[src/rtl/cla_linear_recombine_pipe.sv]
// Linear half of a decomposed carry-lookahead adder.
// Takes the nonlinear AND-term frame n and ORs each carry group into c_k.
// It then XORs the carries with the propagate bits to form sum, carry-out and
// signed overflow. The datapath is a 2-stage valid/ready pipeline. A sticky
// checker flags inconsistent frames, and a wrapping counter counts delivered
// results.
module cla_linear_recombine_pipe #(
    parameter int NBIT = 4,
    // Must equal NBIT + NBIT*(NBIT+3)/2 + 1 (p bits, carry groups, c_in).
    parameter int NNL  = NBIT + NBIT*(NBIT+3)/2 + 1,
    parameter int CNTW = 8
) (
    input  logic            clk,
    input  logic            rst_n,
    input  logic            in_valid,
    output logic            in_ready,
    input  logic [NNL-1:0]  n,
    output logic            out_valid,
    input  logic            out_ready,
    output logic [NBIT-1:0] sum,
    output logic            c_out,
    output logic            ovf,
    output logic            frame_err,
    output logic [CNTW-1:0] res_cnt
);

    // Carries recovered from the incoming frame: c_frame[0] is c_in.
    logic [NBIT:0]   c_frame;
    // chk_bad[k] flags a group whose carry-chain term disagrees with the
    // previous group's term.
    logic [NBIT:1]   chk_bad;

    // Stage 1 state
    logic            s1_v_q, s1_v_d;
    logic [NBIT-1:0] p_q, p_d;
    logic [NBIT:0]   c_q, c_d;

    // Stage 2 state
    logic            out_valid_q, out_valid_d;
    logic [NBIT-1:0] sum_q, sum_d;
    logic            c_out_q, c_out_d;
    logic            ovf_q, ovf_d;

    // Bookkeeping
    logic            frame_err_q, frame_err_d;
    logic [CNTW-1:0] res_cnt_q, res_cnt_d;

    // Handshake qualifiers
    logic            s1_load;
    logic            s2_load;
    logic            in_xfer;
    logic            out_xfer;

    assign c_frame[0] = n[NNL-1];

    genvar gi;
    generate
        for (gi = 1; gi <= NBIT; gi++) begin : g_group
            // Group gi occupies gi+1 bits starting at OFF.
            // Its top bit is the c_in-through-all-propagates term.
            localparam int OFF = NBIT + (gi - 1) * (gi + 2) / 2;

            assign c_frame[gi] = |n[OFF + gi : OFF];

            if (gi == 1) begin : g_chk_first
                assign chk_bad[gi] = n[OFF + 1] != (n[NNL-1] & n[0]);
            end else begin : g_chk_chain
                localparam int OFFP = NBIT + (gi - 2) * (gi + 1) / 2;
                assign chk_bad[gi] = n[OFF + gi] != (n[OFFP + gi - 1] & n[gi - 1]);
            end
        end
    endgenerate

    // Next-state logic for both stages, the sticky error flag and the counter.
    always_comb begin
        s2_load     = !out_valid_q | out_ready;
        s1_load     = !s1_v_q | s2_load;
        in_xfer     = in_valid & s1_load;
        out_xfer    = out_valid_q & out_ready;

        s1_v_d      = s1_v_q;
        p_d         = p_q;
        c_d         = c_q;
        out_valid_d = out_valid_q;
        sum_d       = sum_q;
        c_out_d     = c_out_q;
        ovf_d       = ovf_q;
        frame_err_d = frame_err_q;
        res_cnt_d   = res_cnt_q;

        if (s1_load) begin
            s1_v_d = in_valid;
        end
        if (in_xfer) begin
            p_d = n[NBIT-1:0];
            c_d = c_frame;
            // A bad frame is still processed; it only marks the error flag.
            if (|chk_bad) begin
                frame_err_d = 1'b1;
            end
        end

        if (s2_load) begin
            out_valid_d = s1_v_q;
        end
        // Result registers only change when real data moves in.
        // This keeps them quiet while the pipe drains.
        if (s2_load && s1_v_q) begin
            sum_d   = p_q ^ c_q[NBIT-1:0];
            c_out_d = c_q[NBIT];
            ovf_d   = c_q[NBIT] ^ c_q[NBIT-1];
        end

        if (out_xfer) begin
            res_cnt_d = res_cnt_q + CNTW'(1);
        end
    end

    // State registers; reset discards any in-flight frames.
    always_ff @(posedge clk or negedge rst_n) begin
        if (!rst_n) begin
            s1_v_q      <= 1'b0;
            p_q         <= '0;
            c_q         <= '0;
            out_valid_q <= 1'b0;
            sum_q       <= '0;
            c_out_q     <= 1'b0;
            ovf_q       <= 1'b0;
            frame_err_q <= 1'b0;
            res_cnt_q   <= '0;
        end else begin
            s1_v_q      <= s1_v_d;
            p_q         <= p_d;
            c_q         <= c_d;
            out_valid_q <= out_valid_d;
            sum_q       <= sum_d;
            c_out_q     <= c_out_d;
            ovf_q       <= ovf_d;
            frame_err_q <= frame_err_d;
            res_cnt_q   <= res_cnt_d;
        end
    end

    assign in_ready  = s1_load;
    assign out_valid = out_valid_q;
    assign sum       = sum_q;
    assign c_out     = c_out_q;
    assign ovf       = ovf_q;
    assign frame_err = frame_err_q;
    assign res_cnt   = res_cnt_q;

endmodule

[config.mk]
export PLATFORM = sky130hd
export DESIGN_NAME = cla_linear_recombine_pipe
export DESIGN_NICKNAME = d
export VERILOG_FILES = /design/src/rtl/cla_linear_recombine_pipe.sv
export SDC_FILE = /design/constraint.sdc
export NUM_CORES = 1
export LEC_CHECK = 0
export BUFFER_PORTS_ARGS = -buffer_cell sky130_fd_sc_hd__buf_2
export CORE_MARGIN = 8
export CORE_UTILIZATION = 40
export DETAILED_ROUTE_END_ITERATION = 7
export GPL_TIMING_DRIVEN = 0
export PLACE_DENSITY_LB_ADDON = 0.25
export SLEW_MARGIN = 20
export SYNTH_ARGS = -nofsm -noshare
export SYNTH_HDL_FRONTEND = slang
export SYNTH_SLANG_ARGS = --single-unit
[constraint.sdc]
create_clock -name clk -period 1.1 [get_ports clk]
set_input_delay 0.055 -clock clk [delete_from_list [all_inputs] [get_ports clk]]
set_output_delay 0.055 -clock clk [all_outputs]
set_load 0.02 [all_outputs]
=== After elaboration in Yosys (flattened, before gate mapping) ===
Cells that the tools add are included.

* Reductions and logical operators: 9
* $lt $le $gt $ge: 0
* Shift operators: 0
* Mux-type cells: 0
* Equality and inequality tests: 4
* Add/sub/neg operators: 1
* Div/mod/pow operators: 0
* Multipliers: 0
* Bitwise operators: 10

{| class="wikitable"
|+ Operator list
! kind !! count
|-
| 8-bit by 1-bit adder with 8-bit output, second input constant || 1
|-
| 4-bit OR reduction || 2
|-
| 1-bit bitwise AND || 6
|-
| 5-bit OR reduction || 1
|-
| 1-bit != test || 4
|-
| 4-bit XOR || 1
|-
| 3-bit OR reduction || 1
|-
| 1-bit logical NOT || 2
|-
| 1-bit OR || 2
|-
| 2-bit AND reduction || 1
|-
| 2-bit OR reduction || 1
|-
| 1-bit logical AND || 1
|-
| 1-bit XOR || 1
|}

* Bits in latches: 0
* Output and inout bits: 17
* ROM bits: 0
* Bits in writable memories: 0
* Memories: 0
* Register bits after elaboration: 26

=== Logic depth before layout (Yosys ltp) ===
Gate-level depths: netlist of run 1.

* Depth in word-level cells: 5
* Depth in mapped cells: 5
* Gate-level depth less buffers: 4

=== Worst setup path before layout of run 1 ===
No wires, ideal clock.

* Path type: reg2reg
* From: register out_valid_q, in the netlist out_valid
* To: register p_q[2]
* Required time: 0.975 ns
* Path slack: -0.383 ns
* Period minus slack after synthesis: 1.483 ns
* Library setup time: 0.125 ns
* Stages on the path, launching flop included: 5
* Path buffers: 1
* Arrival time: 1.357 ns
* Cell sequence: dfrtp_1 -> nand3b_1 -> nand2_2 -> buf_6 -> mux2_4

* Cells in the longest elaborated chain, start to end: 4

{| class="wikitable"
|+ Ends and longest elaborated chain
! element !! RTL line !! RTL
|-
| start, declared || 39 || <nowiki>logic out_valid_q, out_valid_d;</nowiki>
|-
| start signal, assigned || 135 || <nowiki>out_valid_q <= out_valid_d;</nowiki>
|-
| 1-bit logical NOT || 76 || <nowiki>s2_load = !out_valid_q | out_ready;</nowiki>
|-
| 1-bit OR || 76 ||
|-
| 1-bit OR || 77 || <nowiki>s1_load = !s1_v_q | s2_load;</nowiki>
|-
| net in_ready || 16 || <nowiki>output logic in_ready,</nowiki>
|-
| 1-bit bitwise AND || 78 || <nowiki>in_xfer = in_valid & s1_load;</nowiki>
|-
| end signal, assigned || 133 || <nowiki>p_q <= p_d;</nowiki>
|-
| end, declared || 35 || <nowiki>logic [NBIT-1:0] p_q, p_d;</nowiki>
|}

The timed path passes the listed nets, and every way through them passes these cells.
A chain may end at the register's enable or synchronous reset.

=== Worst setup path in the final report of run 1 ===
* From: register out_valid_q, in the netlist out_valid
* To: register p_q[2]

* Cells in the longest elaborated chain, start to end: 4

{| class="wikitable"
|+ Ends and longest elaborated chain
! element !! RTL line
|-
| 1-bit logical NOT || 76
|-
| 1-bit OR || 76
|-
| 1-bit OR || 77
|-
| 1-bit bitwise AND || 78
|}

No other way between the ends.

==> results.tsv, run 1 <==
stage	metric	value	unit
synth	Synth Instances	96	
synth	main combinational cell family by area after synthesis	simple AND/OR/NAND/NOR gates	
synth	register area share after synthesis	56.1	%
synth	Synth area leader	dfrtp_1	
critical_path	CP Capture Type	register	
pwr	combinational power share	38.3	%
floorplanning	Initial Util	42.1	%
sta	skew final	0.00650	ns
clock_network	clk sinks	26	
sta	maximum clock frequency	0.813	GHz
global_route	GRT Total Usage	9.94	%
floorplanning	Die X	69.9	µm
synth	Synth Area in XOR/XNOR	10.6	%
route	Pre-Repair DR Iteration Count	4	
finish	Layout area overhead	48.7	%
synth	post-synthesis mux area share	7.12	%
route	WL/cell	13.5	µm
critical_path	required time of the critical path	1.32	ns
critical_path	Crit Path Class	reg2reg	
synth	Synth Net Count	120	
global_route	largest net degree at the start of global routing	27	
synth	Ys Warns	0	
sta	fin crit share	112	%
synth	post-synthesis compound-gate area fraction	7.34	%
synth	Main synth FF type	dfrtp_1	
sta	final setup TNS	-1.16	ns
global_route	number of global-route vias before repair	948	
synth	#FFs+latches synth	26	
synth	simple-gate share of the synthesized area	15.4	%
synth	Post-synth EDFFs	0	
sta	Final Hold Viols	0	
placement	Area after DPL	1400	µm²
sta	unrepaired setup endpoints after global routing	true	
sta	worst hold slack	0.00971	ns
sta	post-route worst setup slack	-0.129	ns
finish	Final Instance Area	1720	µm²
global_route	Overflow after GRT	0	
pwr	Seq pwr share	48.0	%
status	status	complete, but fails checks	
floorplanning	Rows	19	
sta	Pins Over Slew Limit	0	
clock_network	H-tree depth	1	
global_route	antenna violations before repair	0	
pwr	Power Density	1740	nW/µm²
synth	top post-synthesis cells by area	dfrtp_1 56%, xnor2_1 8.3%, mux2_2 5.8%, nand2_1 4.2%, o21ai_0 3.9%	
route	Detailed Route Iter0 Violations	16	
finish	commonest non-fill, non-tap cell in the layout	buf_2	
sta	Rel. slew slack	62.1	%
floorplanning	Placeable Area	2760	µm²
finish	Layout fillers	220	
sta	final setup violation count	15	
clock_network	Clock transition at path regs	0.14	ns
clock_network	Num CTS Buffers	3	
sta	Final Critical Period	1.23	ns
clock_network	worst skew pair latency	0.31	ns
status	failing checks	setup timing	
critical_path	Critical Path AT	1.45	ns
pwr	Leak	0.802	nW
synth	synthesized area per cell	12.1	µm²
synth	Synth Cell Area	1160	µm²
route	mean number of vias per cell	4.81	
route	DRC	0	
pwr	Psw	1.10	mW
finish	NumNets Final	189	
critical_path	startpoint types	register	
pwr	clock power share	13.7	%
route	vias after detailed routing	937	
hold_path	worst min path class	in2reg	
synth	async set or reset register ratio after synthesis	100	%
finish	fin util	62.5	%
clock_network	CTS max path bufs	2	
route	Final ANT Viol Nets	0	
pwr	total power	2.99	mW
pwr	internal power	1.89	mW
placement	Post-DP HPWL	1800	µm
finish	number of diodes	0	
placement	port bufs	39	
synth	Netlist cell types	26	
global_route	first-pass GRT wire length	4140	µm
finish	fraction of layout cells with a size suffix above 1	52.4	%
clock_network	Root Buffer	clkbuf_4	
placement	RePlAce Congestion	0.791	
floorplanning	# IOs	40	
synth	share of the synthesized area in the top cell type	56.1	%
job	maxcap violations	0	
pwr	Peak VDD IR	0.000986	V
finish	most frequent cells in the layout	37 x buf_2, 22 x dfrtp_1, 12 x dlygate4sd3_1, 12 x buf_4, 11 x xnor2_1	
critical_path	worst-path maximum fanout	6	
floorplanning	die area	4880	µm²
pwr	Switching Fraction	36.7	%
sta	Worst-Margin Slew	0.569	ns
synth	share of synthesized cell area in full adder, half adder and majority cells	1.08	%
floorplanning	die height	69.9	µm
clock_network	CTS tree	yes	
route	Total Wirelength	2620	µm
==> area by class of cell <==
| type | instances | area [µm²] | area share (%) |
|---|---|---|---|
| sequential | 26 | 656 | 38.0 |
| multi-input combinational | 67 | 541 | 31.3 |
| timing repair buffer | 64 | 429 | 24.9 |
| tap | 31 | 38.8 | 2.25 |
| buffer | 3 | 33.8 | 1.96 |
| clock buffer | 4 | 26.3 | 1.52 |
==> kinds of logic after synthesis <==
family	after synthesis
DFF	26
AOI/OAI and AO/OA	14
and+or+nand+nor	31
xor gates and xnor gates	14
buffers and inverters	3
adders and majority gates	1
muxes	7
==> power groups by stage <==
stage | combinational [mW] | clock [mW] | sequential (mW)
after floorplan | 0.364 | 0 | 1.65
after global placement | 0.884 | 0 | 1.44
after detailed placement | 0.903 | 0 | 1.45
after CTS | 1.05 | 0.427 | 1.40
after global routing | 1.25 | 0.464 | 1.47
final | 1.15 | 0.411 | 1.44
==> cells in the mapped netlist (2+ instances only) <==
cell type  count
nand2_1       13
xor2_1         3
a211oi_1       2
o21ai_0        9
nor2_1         5
buf_6          2
or2b_1         2
xnor2_1       11
a41oi_1        2
dfrtp_1       26
mux2_2         6
==> layer usage <==
metal	track usage [%]	vias up	part of all wire [%]
li1	-	474	-
met1	11.1	436	41
met2	17.2	25	52
met3	3.39	2	5.5
met4	3.35	0	0.80
met5	0	-	0
==> state kept, by name (all words and copies together) (netlist names) <==
name and flops:
c_q 5, ovf 1, frame_err 1, s1_v_q 1, sum 4, res_cnt 8, c_out 1, out_valid 1
p_q 4
==> metrics by stage <==
step                setup WS, ns  std cells
finish                    -0.129        195
global route              -0.202        195
detailed placement        -0.134        166
CTS                       -0.112        188
floorplan                 -0.305         96
global placement          -0.131        166
==> path summary, 6_finish.rpt <==
kind	start	cells after the start	slack, ns	to
max	out_valid$_DFFE_PN0P_	4	-0.13	p_q[2]$_DFFE_PN0P_
min	n[5]	3	0.01	c_q[1]$_DFFE_PN0P_
max reg2reg	out_valid$_DFFE_PN0P_	4	-0.13	p_q[2]$_DFFE_PN0P_
min reg2reg	res_cnt[7]$_DFFE_PN0P_	1	0.48	res_cnt[7]$_DFFE_PN0P_
max in group asynchronous	rst_n	2	0.44	out_valid$_DFFE_PN0P_
min in group asynchronous	rst_n	2	0.25	sum[3]$_DFFE_PN0P_
==> worst max-delay path, stage by stage (launching register included) <==
cell	delay (ns)
dfrtp_2	0.44
nand3b_1	0.15
nand2_2	0.11
buf_6	0.15
mux2_4	0.28
==> repair_timing <==
item                                    CTS  global route
pin swaps                                 5             9
hold buffers                             10             2
resized for setup                         5            26
endpoints found under the hold margin    33             2
cloned                                    0             1
endpoints found under the setup margin   21            25
setup buffers                             8             4
Power figures use the tool's default switching activity.
==> inputs of run 2 (changes only) <==
--- a/config.mk
+++ b/config.mk
@@ -9,7 +9,6 @@
 export CORE_MARGIN = 8
 export CORE_UTILIZATION = 40
 export DETAILED_ROUTE_END_ITERATION = 7
-export GPL_TIMING_DRIVEN = 0
 export PLACE_DENSITY_LB_ADDON = 0.25
 export SLEW_MARGIN = 20
 export SYNTH_ARGS = -nofsm -noshare
==> results.tsv, run 2 (synthesis gave the netlist of run 1 again) <==
stage	metric	value	unit
finish	number of diodes	0	
finish	fin util	59.6	%
critical_path	crit path from	out_valid$_DFFE_PN0P_	
critical_path	worst-path maximum fanout	4	
floorplanning	die height	69.9	µm
global_route	largest net degree at the start of global routing	27	
clock_network	Num CTS Buffers	3	
critical_path	terminus of the critical flop-to-flop path	c_out$_DFFE_PN0P_	
global_route	antenna violations before repair	0	
critical_path	Worst Reg-to-Reg Cells	3	
sta	final setup TNS	-0.566	ns
sta	skew final	0.00117	ns
global_route	first-pass GRT wire length	4360	µm
clock_network	CTS max path bufs	2	
critical_path	Crit Path Class	reg2out	
sta	fin crit share	106	%
pwr	Leak	0.768	nW
critical_path	Crit Reg-Reg Startpoint	out_valid$_DFFE_PN0P_	
finish	most frequent cells in the layout	36 x buf_2, 22 x dfrtp_1, 11 x xnor2_1	
sta	final setup violation count	14	
clock_network	Root Buffer	clkbuf_4	
placement	Post-DP HPWL	1830	µm
pwr	total power	3.09	mW
clock_network	clk sinks	26	
route	mean number of vias per cell	4.81	
clock_network	Clock transition at path regs	0.14	ns
floorplanning	die area	4880	µm²
global_route	GRT Total Usage	10.4	%
sta	Final Critical Period	1.17	ns
clock_network	worst skew pair latency	0.31	ns
critical_path	required time of the critical path	1.04	ns
route	DRC	0	
route	WL/cell	13.6	µm
pwr	Power Density	1880	nW/µm²
status	failing checks	setup timing	
finish	NumNets Final	181	
floorplanning	Die X	69.9	µm
clock_network	CTS tree	yes	
finish	Layout area overhead	41.7	%
floorplanning	Placeable Area	2760	µm²
global_route	number of global-route vias before repair	940	
floorplanning	Initial Util	42.1	%
floorplanning	Rows	19	
sta	post-route worst setup slack	-0.0665	ns
route	Pre-Repair DR Iteration Count	3	
route	vias after detailed routing	900	
job	maxcap violations	0	
route	Final ANT Viol Nets	0	
sta	maximum clock frequency	0.857	GHz
sta	unrepaired setup endpoints after global routing	true	
sta	Worst-Margin Slew	0.580	ns
sta	Pins Over Slew Limit	0	
finish	fraction of layout cells with a size suffix above 1	48.7	%
pwr	Peak VDD IR	0.00118	V
critical_path	worst reg2reg setup slack	-0.06	ns
critical_path	CP Capture Type	primary output	
route	Detailed Route Iter0 Violations	35	
critical_path	startpoint types	register	
hold_path	worst min path class	in2reg	
status	status	complete, but fails checks	
sta	worst hold slack	0.0112	ns
sta	Rel. slew slack	61.3	%
finish	Largest register FFs	8	
critical_path	Critical Path AT	1.11	ns
critical_path	crit path to	in_ready	
clock_network	H-tree depth	1	
sta	Final Hold Viols	0	
route	Total Wirelength	2550	µm
placement	RePlAce Congestion	0.753	
placement	port bufs	39	
global_route	Overflow after GRT	0	
floorplanning	# IOs	40	
finish	commonest non-fill, non-tap cell in the layout	buf_2	
==> run 2: cell types whose count changed in the layout (fill, tap and decap cells not counted), moves of 2 or more <==
| cell | change |
|---|---|
| nand2_1 | +4 |
| o21ai_0 | +3 |
| nor2_4 | -2 |
| nand2_2 | -4 |
| o21ai_2 | -2 |
| dlygate4sd3_1 | -3 |
| buf_4 | -5 |
==> run 2: worst min-delay path by stage <==
stage           from  depth (start not counted)                     end
5_1_grt         n[0]                          2      p_q[0]$_DFFE_PN0P_
2_1_floorplan  rst_n                          0       c_out$_DFFE_PN0P_
6_report       n[11]                          3      c_q[3]$_DFFE_PN0P_
3_3_place_gp   rst_n                          1  res_cnt[6]$_DFFE_PN0P_
3_5_place_dp   rst_n                          1  res_cnt[5]$_DFFE_PN0P_
4_1_cts         n[0]                          2      p_q[0]$_DFFE_PN0P_
==> run 2: worst max-delay path, cell delays in order, from the launching register on <==
cell	delay [ns]
dfrtp_2	0.44
nand3b_1	0.13
buf_4	0.13
buf_6	0.10
==> run 2: area by class of cell <==
| class | instances | area (µm²) |
|---|---|---|
| clock buffers | 4 | 36.3 |
| fillers | 245 | 1110 |
| multi-input cells | 67 | 512 |
| flip-flops and latches | 26 | 656 |
| well taps | 31 | 38.8 |
| repair buffers | 59 | 402 |
==> run 2: layer usage <==
layer | vias to the layer above | routed length [µm] | GRT usage [%]
li1 | 447 | - | -
met1 | 434 | 1100 | 12.4
met2 | 17 | 1300 | 17.6
met3 | 2 | 129 | 3.25
met4 | 0 | 14 | 2.68
met5 | - | 0 | 0
==> run 2: metrics by stage <==
stage	setup slack [ns]	cell area, µm²	cells
global placement	-0.0885	1430	171
CTS	-0.0847	1590	185
global route	-0.167	1640	187
finish	-0.0665	1640	187
detailed placement	-0.126	1430	171
floorplan	-0.305	1170	96
==> run 2: report_power, final <==
group / total (mW) / switching, mW / internal, mW / leakage, nW
logic: 1.18 / 0.580 / 0.605 / 0.444
clock network: 0.476 / 0.274 / 0.202 / 0.0210
registers: 1.43 / 0.239 / 1.19 / 0.303
==> run 2: what timing repair did <==
action,CTS,global route
gates cloned,0,1
setup endpoints to repair,23,25
buffers inserted,1,1
hold buffers,9,0
gates resized for setup,9,15
pin swaps,1,3
hold endpoints to repair,33,0
==> inputs of run 3 (changes only) <==
--- a/config.mk
+++ b/config.mk
@@ -10,6 +10,7 @@
 export CORE_UTILIZATION = 40
 export DETAILED_ROUTE_END_ITERATION = 7
 export PLACE_DENSITY_LB_ADDON = 0.25
+export RECOVER_POWER = 25
 export SLEW_MARGIN = 20
 export SYNTH_ARGS = -nofsm -noshare
 export SYNTH_HDL_FRONTEND = slang
==> results.tsv, run 3 (synthesis gave the netlist of run 1 again) <==
stage	metric	value	unit
job	maxcap violations	0	
clock_network	clk sinks	26	
finish	register area	656	µm²
sta	unrepaired setup endpoints after global routing	true	
pwr	Peak VDD IR	0.00118	V
critical_path	worst-path maximum fanout	4	
route	Final ANT Viol Nets	0	
clock_network	CTS tree	yes	
finish	most frequent cells in the layout	35 x buf_2, 22 x dfrtp_1, 11 x xnor2_1	
clock_network	Root Buffer	clkbuf_4	
route	WL/cell	13.6	µm
floorplanning	Placeable Area	2760	µm²
floorplanning	die height	69.9	µm
global_route	number of global-route vias before repair	940	
critical_path	slowest cell on the critical path	dfrtp_2	
floorplanning	die area	4880	µm²
critical_path	Buf/Inv on CP	2	
global_route	largest net degree at the start of global routing	27	
clock_network	Clock transition at path regs	0.14	ns
clock_network	Num CTS Buffers	3	
critical_path	Top Family by Delay on Critical Path	flip-flops	
pwr	Power Density	1880	nW/µm²
route	vias after detailed routing	900	
sta	Final Hold Viols	0	
critical_path	critical-path cell list	nand3b_1, buf_4, buf_6	
global_route	Overflow after GRT	0	
sta	final setup violation count	14	
sta	maximum clock frequency	0.857	GHz
critical_path	max incr delay on CP	0.44	ns
critical_path	required time of the critical path	1.04	ns
route	mean number of vias per cell	4.81	
route	Pre-Repair DR Iteration Count	3	
clock_network	CTS max path bufs	2	
placement	Post-DP HPWL	1830	µm
critical_path	Crit Path Class	reg2out	
finish	Layout area overhead	41.7	%
status	failing checks	setup timing	
finish	NumNets Final	181	
clock_network	H-tree depth	1	
floorplanning	# IOs	40	
floorplanning	Initial Util	42.1	%
route	DRC	0	
global_route	first-pass GRT wire length	4360	µm
sta	Final Critical Period	1.17	ns
finish	fin util	59.6	%
clock_network	worst skew pair latency	0.31	ns
finish	Largest register FFs	8	
pwr	Leak	0.768	nW
finish	Multi-input gate area	512	µm²
sta	post-route worst setup slack	-0.0665	ns
critical_path	startpoint types	register	
hold_path	worst min path class	in2reg	
floorplanning	Die X	69.9	µm
sta	Worst-Margin Slew	0.646	ns
pwr	total power	3.09	mW
critical_path	Critical Path AT	1.11	ns
global_route	GRT Total Usage	10.4	%
finish	number of diodes	0	
route	Detailed Route Iter0 Violations	35	
sta	final setup TNS	-0.566	ns
sta	Pins Over Slew Limit	0	
sta	skew final	0.00117	ns
finish	Layout fillers	245	
route	Total Wirelength	2550	µm
placement	RePlAce Congestion	0.753	
status	status	complete, but fails checks	
finish	fraction of layout cells with a size suffix above 1	48.7	%
critical_path	CP Capture Type	primary output	
global_route	antenna violations before repair	0	
placement	port bufs	39	
finish	commonest non-fill, non-tap cell in the layout	buf_2	
sta	Rel. slew slack	56.9	%
floorplanning	Rows	19	
placement	Place WS	-0.126	ns
sta	fin crit share	106	%
## run 3: changes by cell type in the layout (fill, tap and decap cells not counted), sizes merged
cell / change
buf: -1
clkbuf: +1
## run 3: cell type report
type                       count  share of cell area [%]
tap                           31                    2.36
clock buffer                   4                    2.21
sequential                    26                    39.9
timing repair buffer          59                    24.4
multi-input combinational     67                    31.1
## run 3: layer usage
layer	track usage [%]	vias to the layer above	wire (µm)	part of all wire (%)
li1	-	447	-	-
met1	12.4	434	1100	43
met2	17.6	17	1300	51
met3	3.25	2	129	5.1
met4	2.68	0	14	0.55
met5	0	-	0	0
## run 3: worst paths after layout
kind                                         from  slack [ns]  depth (start not counted)                endpoint
max                         out_valid$_DFFE_PN0P_       -0.07                          3                in_ready
min                                         n[11]        0.01                          3      c_q[3]$_DFFE_PN0P_
max reg2reg                 out_valid$_DFFE_PN0P_       -0.06                          3       c_out$_DFFE_PN0P_
min reg2reg                res_cnt[7]$_DFFE_PN0P_        0.47                          1  res_cnt[7]$_DFFE_PN0P_
max in group asynchronous                   rst_n        0.37                          2  res_cnt[1]$_DFFE_PN0P_
min in group asynchronous                   rst_n        0.28                          2  res_cnt[4]$_DFFE_PN0P_
## run 3: report_power, final
part / internal (mW) / switching (mW) / leakage, nW
clock network: 0.202 / 0.274 / 0.0210
logic: 0.605 / 0.580 / 0.444
registers: 1.19 / 0.239 / 0.303
total: 2.00 / 1.09 / 0.768
## run 3: worst register-to-register path: stages, from the launching register on
cell and delay (ns):
dfrtp_2 0.39, or2b_1 0.25, nand2_2 0.12, mux2_4 0.30
## run 3: per-stage QoR
| stage | std cells | area (µm²) | hold slack, ns |
|---|---|---|---|
| global route | 187 | 1640 | 0.000268 |
| global placement | 171 | 1430 | 0.0806 |
| CTS | 185 | 1590 | 0.00242 |
| floorplan | 96 | 1170 | -0.241 |
| finish | 187 | 1640 | 0.0112 |
| detailed placement | 171 | 1430 | 0.0861 |
## run 3: what timing repair did
item / CTS / global route
hold buffers: 9 / 0
pin swaps: 1 / 3
gates resized for setup: 9 / 15
hold endpoints to repair: 33 / 0
buffers inserted: 1 / 1
gates cloned: 0 / 1
setup endpoints to repair: 23 / 25
